## config.mk

```make
export PLATFORM = sky130hd
export DESIGN_NAME = buffer_arbiter
export DESIGN_NICKNAME = d
export VERILOG_FILES = /design/src/rtl/usb_buffer_pkg.sv /design/src/rtl/buffer_pointer.sv /design/src/rtl/buffer_arbiter.sv
export SDC_FILE = /design/constraint.sdc
export NUM_CORES = 1
export LEC_CHECK = 0
export ABC_AREA = 1
export CAP_MARGIN = 10
export CELL_PAD_IN_SITES_DETAIL_PLACEMENT = 1
export CELL_PAD_IN_SITES_GLOBAL_PLACEMENT = 1
export CORE_MARGIN = 2
export CORE_UTILIZATION = 25
export CTS_CLUSTER_SIZE = 40
export DETAILED_ROUTE_END_ITERATION = 6
export GPL_ROUTABILITY_DRIVEN = 0
export HOLD_SLACK_MARGIN = 0.08
export PLACE_DENSITY = 0.71
export SYNTH_ARGS = -nofsm -noshare
export SYNTH_HDL_FRONTEND = slang
export SYNTH_SLANG_ARGS = --single-unit
```

## constraint.sdc

```tcl
create_clock -name clk -period 2.9 [get_ports clk]
set_clock_uncertainty 0.2 [all_clocks]
set_input_delay 0.435 -clock clk [delete_from_list [all_inputs] [get_ports clk]]
set_output_delay 0.435 -clock clk [all_outputs]
set_load 0.03 [all_outputs]
```

## src/rtl/usb_buffer_pkg.sv

```systemverilog
// ---------------------------------------------------------------------------
// usb_buffer_pkg
// Shared definitions for the USB data buffer: default geometry and the
// buffer direction mode. Used by buffer_arbiter, the protocol controller and
// the AHB slave so that all of them agree on the mode encoding.
// ---------------------------------------------------------------------------
package usb_buffer_pkg;

  localparam int BUF_DEPTH  = 64;
  localparam int BUF_ADDR_W = 6;

  typedef enum logic [1:0] {
    IDLE    = 2'd0,
    RX_MODE = 2'd1,
    TX_MODE = 2'd2
  } buf_mode_t;

endpackage

```

## src/rtl/buffer_pointer.sv

```systemverilog
// ---------------------------------------------------------------------------
// buffer_pointer
// ADDR_W-bit wrapping pointer. The pointer wraps naturally because the buffer
// depth is a power of two.
//   clk    : clock, rising edge
//   rst    : synchronous active-high reset
//   clr_i  : synchronous clear to 0 (wins over inc_i)
//   inc_i  : advance by one
//   ptr_o  : current pointer value
// ---------------------------------------------------------------------------
module buffer_pointer #(
  parameter int ADDR_W = 6
) (
  input  logic              clk,
  input  logic              rst,
  input  logic              clr_i,
  input  logic              inc_i,
  output logic [ADDR_W-1:0] ptr_o
);

  logic [ADDR_W-1:0] ptr_q;
  logic [ADDR_W-1:0] ptr_d;

  always_comb begin
    ptr_d = ptr_q;
    if (clr_i) begin
      ptr_d = '0;
    end else if (inc_i) begin
      ptr_d = ptr_q + ADDR_W'(1);
    end
  end

  always_ff @(posedge clk) begin
    if (rst) begin
      ptr_q <= '0;
    end else begin
      ptr_q <= ptr_d;
    end
  end

  assign ptr_o = ptr_q;

endmodule

```

## src/rtl/buffer_arbiter.sv

```systemverilog
// ---------------------------------------------------------------------------
// buffer_arbiter
// Owns the single-port USB data buffer and shares it between USB RX (writes),
// USB TX (reads) and the AHB slave (reads and writes). Holds the read/write
// pointers, the occupancy count and the direction mode (buf_mode, which is
// also the state of the mode FSM and doubles as its debug view).
//
// Request/accept semantics: USB requests are single-cycle pulses that are
// always consumed in the cycle they appear (legal, erroneous or dropped).
// AHB requests are level requests held by the AHB slave; a request is taken
// in a cycle where it is present and ahb_stall is low, and must stay asserted
// while ahb_stall is high. Reads return *_rd_valid one cycle after being
// taken.
//
// Ports:
//   clk, rst, clear                      clock, sync reset, flush
//   rx_wr_req/rx_wr_data                 USB RX byte write
//   tx_rd_req/tx_rd_data/tx_rd_valid     USB TX byte read
//   ahb_wr_req/ahb_wr_data               AHB byte write
//   ahb_rd_req/ahb_rd_data/ahb_rd_valid  AHB byte read
//   ahb_stall                            AHB request present, not taken
//   buf_we/buf_addr/buf_wdata/buf_rdata  buffer RAM port (1-cycle read)
//   buffer_occupancy, buf_mode           bytes held, direction mode
//   overflow/underflow/dir_error         single-cycle error pulses
// ---------------------------------------------------------------------------
module buffer_arbiter
  import usb_buffer_pkg::*;
#(
  parameter int DEPTH  = BUF_DEPTH,
  parameter int ADDR_W = BUF_ADDR_W
) (
  input  logic              clk,
  input  logic              rst,
  input  logic              clear,
  input  logic              rx_wr_req,
  input  logic [7:0]        rx_wr_data,
  input  logic              tx_rd_req,
  output logic [7:0]        tx_rd_data,
  output logic              tx_rd_valid,
  input  logic              ahb_wr_req,
  input  logic [7:0]        ahb_wr_data,
  input  logic              ahb_rd_req,
  output logic [7:0]        ahb_rd_data,
  output logic              ahb_rd_valid,
  output logic              ahb_stall,
  output logic              buf_we,
  output logic [ADDR_W-1:0] buf_addr,
  output logic [7:0]        buf_wdata,
  input  logic [7:0]        buf_rdata,
  output logic [ADDR_W:0]   buffer_occupancy,
  output logic [1:0]        buf_mode,
  output logic              overflow,
  output logic              underflow,
  output logic              dir_error
);

  localparam logic [ADDR_W:0] FULL_CNT = (ADDR_W + 1)'(DEPTH);
  localparam logic [ADDR_W:0] ONE_CNT  = (ADDR_W + 1)'(1);

  buf_mode_t         mode_q, mode_d;
  logic [ADDR_W:0]   occ_q, occ_d;
  logic              ovf_q, ovf_d;
  logic              unf_q, unf_d;
  logic              dir_q, dir_d;
  logic              tx_vld_q, tx_vld_d;
  logic              tx_err_q, tx_err_d;
  logic              ahb_vld_q, ahb_vld_d;
  logic              ahb_err_q, ahb_err_d;

  logic              flush;
  logic              full;
  logic              wr_grant;
  logic              rd_grant;
  logic              wr_is_rx;
  logic              usb_busy;
  logic              ahb_rd_take;
  logic              ahb_wr_take;
  logic [7:0]        wdata;
  logic [ADDR_W-1:0] wr_ptr;
  logic [ADDR_W-1:0] rd_ptr;

  assign flush = rst | clear;
  assign full  = (occ_q == FULL_CNT);

  buffer_pointer #(.ADDR_W(ADDR_W)) u_wr_ptr (
    .clk   (clk),
    .rst   (rst),
    .clr_i (clear),
    .inc_i (wr_grant),
    .ptr_o (wr_ptr)
  );

  buffer_pointer #(.ADDR_W(ADDR_W)) u_rd_ptr (
    .clk   (clk),
    .rst   (rst),
    .clr_i (clear),
    .inc_i (rd_grant),
    .ptr_o (rd_ptr)
  );

  // Arbitration. rx_wr and tx_rd can never both be legal (mode exclusive),
  // so at most one USB request needs the RAM. AHB only gets the slot when no
  // USB request is using it; an AHB read also outranks an AHB write.
  always_comb begin
    wr_grant    = 1'b0;
    rd_grant    = 1'b0;
    wr_is_rx    = 1'b0;
    wdata       = 8'h00;
    ovf_d       = 1'b0;
    unf_d       = 1'b0;
    dir_d       = 1'b0;
    tx_vld_d    = 1'b0;
    tx_err_d    = 1'b0;
    ahb_vld_d   = 1'b0;
    ahb_err_d   = 1'b0;
    ahb_rd_take = 1'b0;
    ahb_wr_take = 1'b0;
    usb_busy    = 1'b0;

    if (!flush) begin
      if (rx_wr_req) begin
        if (mode_q == TX_MODE) begin
          dir_d = 1'b1;
        end else if (full) begin
          ovf_d = 1'b1;
        end else begin
          wr_grant = 1'b1;
          wr_is_rx = 1'b1;
          wdata    = rx_wr_data;
        end
      end

      if (tx_rd_req) begin
        tx_vld_d = 1'b1;
        if (mode_q == IDLE) begin
          unf_d    = 1'b1;
          tx_err_d = 1'b1;
        end else if (mode_q == RX_MODE) begin
          dir_d    = 1'b1;
          tx_err_d = 1'b1;
        end else begin
          rd_grant = 1'b1;
        end
      end

      usb_busy = wr_grant | rd_grant;

      if (ahb_rd_req) begin
        if (!usb_busy) begin
          ahb_rd_take = 1'b1;
          ahb_vld_d   = 1'b1;
          if (mode_q == IDLE) begin
            unf_d     = 1'b1;
            ahb_err_d = 1'b1;
          end else if (mode_q == TX_MODE) begin
            dir_d     = 1'b1;
            ahb_err_d = 1'b1;
          end else begin
            rd_grant = 1'b1;
          end
        end
      end else if (ahb_wr_req) begin
        if (!usb_busy) begin
          ahb_wr_take = 1'b1;
          if (mode_q == RX_MODE) begin
            dir_d = 1'b1;
          end else if (full) begin
            ovf_d = 1'b1;
          end else begin
            wr_grant = 1'b1;
            wdata    = ahb_wr_data;
          end
        end
      end
    end
  end

  // Occupancy and mode FSM. Only one RAM access per cycle, so occupancy
  // moves by at most one in either direction.
  always_comb begin
    occ_d  = occ_q;
    mode_d = mode_q;
    if (flush) begin
      occ_d  = '0;
      mode_d = IDLE;
    end else if (wr_grant) begin
      occ_d = occ_q + ONE_CNT;
      if (mode_q == IDLE) begin
        mode_d = wr_is_rx ? RX_MODE : TX_MODE;
      end
    end else if (rd_grant) begin
      occ_d = occ_q - ONE_CNT;
      if (occ_q == ONE_CNT) begin
        mode_d = IDLE;
      end
    end
  end

  always_ff @(posedge clk) begin
    if (rst) begin
      mode_q    <= IDLE;
      occ_q     <= '0;
      ovf_q     <= 1'b0;
      unf_q     <= 1'b0;
      dir_q     <= 1'b0;
      tx_vld_q  <= 1'b0;
      tx_err_q  <= 1'b0;
      ahb_vld_q <= 1'b0;
      ahb_err_q <= 1'b0;
    end else begin
      mode_q    <= mode_d;
      occ_q     <= occ_d;
      ovf_q     <= ovf_d;
      unf_q     <= unf_d;
      dir_q     <= dir_d;
      tx_vld_q  <= tx_vld_d;
      tx_err_q  <= tx_err_d;
      ahb_vld_q <= ahb_vld_d;
      ahb_err_q <= ahb_err_d;
    end
  end

  assign ahb_stall = flush ? (ahb_rd_req | ahb_wr_req)
                           : ((ahb_rd_req & ~ahb_rd_take) | (ahb_wr_req & ~ahb_wr_take));

  assign buf_we    = wr_grant;
  assign buf_addr  = wr_grant ? wr_ptr : (rd_grant ? rd_ptr : '0);
  assign buf_wdata = wdata;

  // Error reads never touched the RAM, so their data is forced to zero.
  assign tx_rd_valid  = tx_vld_q;
  assign tx_rd_data   = (tx_vld_q && !tx_err_q) ? buf_rdata : 8'h00;
  assign ahb_rd_valid = ahb_vld_q;
  assign ahb_rd_data  = (ahb_vld_q && !ahb_err_q) ? buf_rdata : 8'h00;

  assign buffer_occupancy = occ_q;
  assign buf_mode         = mode_q;
  assign overflow         = ovf_q;
  assign underflow        = unf_q;
  assign dir_error        = dir_q;

endmodule
```

==> impl_results.md <==
* Layout Nets at 436
* Post-route minimum period at between 2000 and 3000 ps
* Detailed-route wire length at 6440 um
* Largest net degree at the start of global routing at 30
* GRT Total Usage at 15.0%
* Worst min-delay path class: reg2reg
* CTS tree: yes
* Top cells by area, synth: dfxtp_1 (28%), nand2_1 (14%), nand3_1 (8.1%)
* Most used flip-flop cell after synthesis: dfxtp_1
* Total I/O pin count at between 70 and 80
* Peak VDD IR at ~0.16 mV
* Core area at between 7000 and 8000 um2
* Final Max Tran Viols at 0
* P_leak at 1.29 nW
* Wirelength per Cell at 12.9 um
* Via density at 4.56
* Crit-path max FO at 3
* DRT antenna net count at 0
* Sequential share of the synthesized area at approximately 28%
* First-pass GRT wire length at ~11000 um
* Clock transition at path regs at about 100 ps
* Measured slew at the worst slew-check pin at 432 ps
* Crit end category: output port
* Clock power frac at between 20% and 30%
* Synth Area per Inst at 6.54 um2
* Chip height at roughly 93 um
* Synth warn at 0
* Critical path class: in2out
* Post-CTS Hold Buffers at 0
* CTS Buf Count at 3
* Logic pwr share at a little over a quarter
* Largest area contributor in the netlist: dfxtp_1
* Proportion of layout cells with a drive suffix above 1 at approximately 19%
* Hold WS at approximately 280 ps
* Total of max-cap violations at 0
* Antenna Cells at 0
* Clock Latency Late Sink at approximately 280 ps
* CP max-delay cell: clkdlybuf4s50_1
* Status: completed
* Commonest cells in the netlist: nand2_1 (75), inv_1 (34), nand3_1 (32), nor2_1 (32), dfxtp_1 (28)
* Post-Syn Instances at about 300
* Crit-path most repeated cell: nand2_2
* Seq pwr share at 44.3%
* Asr flop ratio synth at 0%
* Sw frac at about 30%
* Vias at roughly 2300
* Initial core utilization at between 20% and 30%
* Type of origin of the critical path: primary input
* CP Cell Sequence: clkdlybuf4s50_1 > nand2_2 > nand3_2 > nand2_1 > nand2_2 > nor2_8 > inv_2 > or2_1 > o21a_1 > dlygate4sd2_1
* CTS sink cnt at 28
* Number of global-route vias before repair at about 2300
* Crit path DAT at roughly 2100 ps
* Final Cycle Share at 95.1%
* Syn-to-layout area delta at 53.1%
* Rows at 32
* Pwr/cell area at 294 nW/um2
* Initial antenna violation count at 0
* Final setup fails at 0
* Mapped Nets at 340
* Global route overflow at 0
* Die W at slightly above 90 um
* Pint at 622 uW
* Most common cell in the netlist: nand2_1
* Post-synth EDFFs at 0
* Setup ws final at 143 ps
* Distinct cells, synth at 30
* CP required at 2270 ps
* Clock Tree Root: clkbuf_8
* CTS H-tree lvls at 1
* Top cell type's share of synthesized area at 28.2%
* Worst slack at placement at -91.0 ps
* Post-DP HPWL at between 5000 and 6000 um
* Drt first pass iters at 4
* FF+latch count, synth at 28
* Synth Cell Area at between 1500 and 2000 um2
* CTS Buffer Depth at 2
* F_max at around 0.36 GHz
* Initial DRC count at 37
* Die Area at 8680 um2
* # fillers at between 900 and 1000
* Max_slew headroom at between 70% and 80%
* Count of final hold-check violations at 0
* Remaining DRCs at 0
* Number of I/O port buffers at between 70 and 80
* Utilization after layout at between 30% and 40%
* Setup TNS Final at 0 ps
* Sw power at 272 uW
* Crit path largest cell delay at 470 ps
## final timing paths
check / to / startpoint / slack, ps / cells past startpoint
worst max-delay path: buf_addr[0] / tx_rd_req / 140 / 10
worst max register to register: u_wr_ptr.ptr_o[3]$_SDFFE_PN0P_ / buf_mode[1]$_SDFFE_PP0P_ / 900 / 9
worst min-delay path: u_wr_ptr.ptr_o[5]$_SDFFE_PN0P_ / u_wr_ptr.ptr_o[5]$_SDFFE_PN0P_ / 280 / 2
worst min register to register: u_wr_ptr.ptr_o[5]$_SDFFE_PN0P_ / u_wr_ptr.ptr_o[5]$_SDFFE_PN0P_ / 280 / 2
## sequential cells by signal (all words and copies together) (netlist names)
| name | count |
|---|---|
| u_wr_ptr.ptr_o | 6 |
| buffer_occupancy | 7 |
| underflow | 1 |
| u_rd_ptr.ptr_o | 6 |
| ahb_err_q | 1 |
| tx_rd_valid | 1 |
| dir_error | 1 |
| ahb_rd_valid | 1 |
| overflow | 1 |
| tx_err_q | 1 |
| buf_mode | 2 |
## stage by stage
| stage | total power [mW] | std cells | instance area, um2 |
|---|---|---|---|
| finish | 0.894 | 501 | 3040 |
| global route | 0.942 | 501 | 3040 |
| CTS | 0.902 | 500 | 3010 |
| detailed placement | 0.644 | 496 | 2960 |
| global placement | 0.639 | 496 | 2960 |
| floorplan | 0.536 | 304 | 1990 |
## kinds of logic after synthesis
family / synth area share [%]
simple gates: 38.2
buf+inv: 11.2
compound gates: 13.1
xor+xnor: 6.17
flops: 28.2
fa+ha+maj: 3.15
## power groups by stage
stage | clock (mW) | combinational, mW | sequential [mW]
after floorplan | 0 | 0.121 | 0.415
after global placement | 0 | 0.235 | 0.404
after detailed placement | 0 | 0.239 | 0.405
after CTS | 0.266 | 0.240 | 0.396
after global routing | 0.280 | 0.265 | 0.397
final | 0.256 | 0.242 | 0.396
## final cells by class
class | instances | area [um2] | area share, %
sequential | 28 | 561 | 18.4
clock buffer | 4 | 55.1 | 1.81
timing repair buffer | 102 | 941 | 30.9
multi-input combinational | 228 | 1220 | 40.0
tap | 102 | 128 | 4.19
inverter | 37 | 141 | 4.65
## timing repair
action                     CTS  global route
gates resized for setup      2             7
pin swaps                    0             2
gates cloned                 0             0
setup endpoints to repair    9            14
setup buffers                0             1
## routing by layer
layer	track usage (%)	vias up	share of wire, %
met4	1.47	0	0.34
met5	0	-	0
li1	-	1157	-
met3	2.98	4	5.9
met2	28.7	60	49
met1	17.7	1066	45
## critical path: cells and delay by family
kind	cells	cell delay, ps
AO/OA/AOI/OAI	1	130
buffers and inverters	3	870
AND/OR/NAND/NOR	6	690
## placed cells by master, fill, tap and decap left out, types with 2 or more instances in the layout
cell type and instances:
nand2_1 75, nand2_2 6, inv_1 32, clkdlybuf4s50_1 60, clkbuf_8 4, o21a_1 2, nand3_1 32, buf_6 3
nor3_1 6, o21ai_1 6, buf_4 37, a21oi_1 21, nand4_1 2, xnor2_1 2, o21ai_0 8, xor2_1 12
o21ai_2 7, inv_2 4, ha_1 4, nor2_1 32, nand2_4 3, dfxtp_1 28
Power figures use the tool's default switching activity.
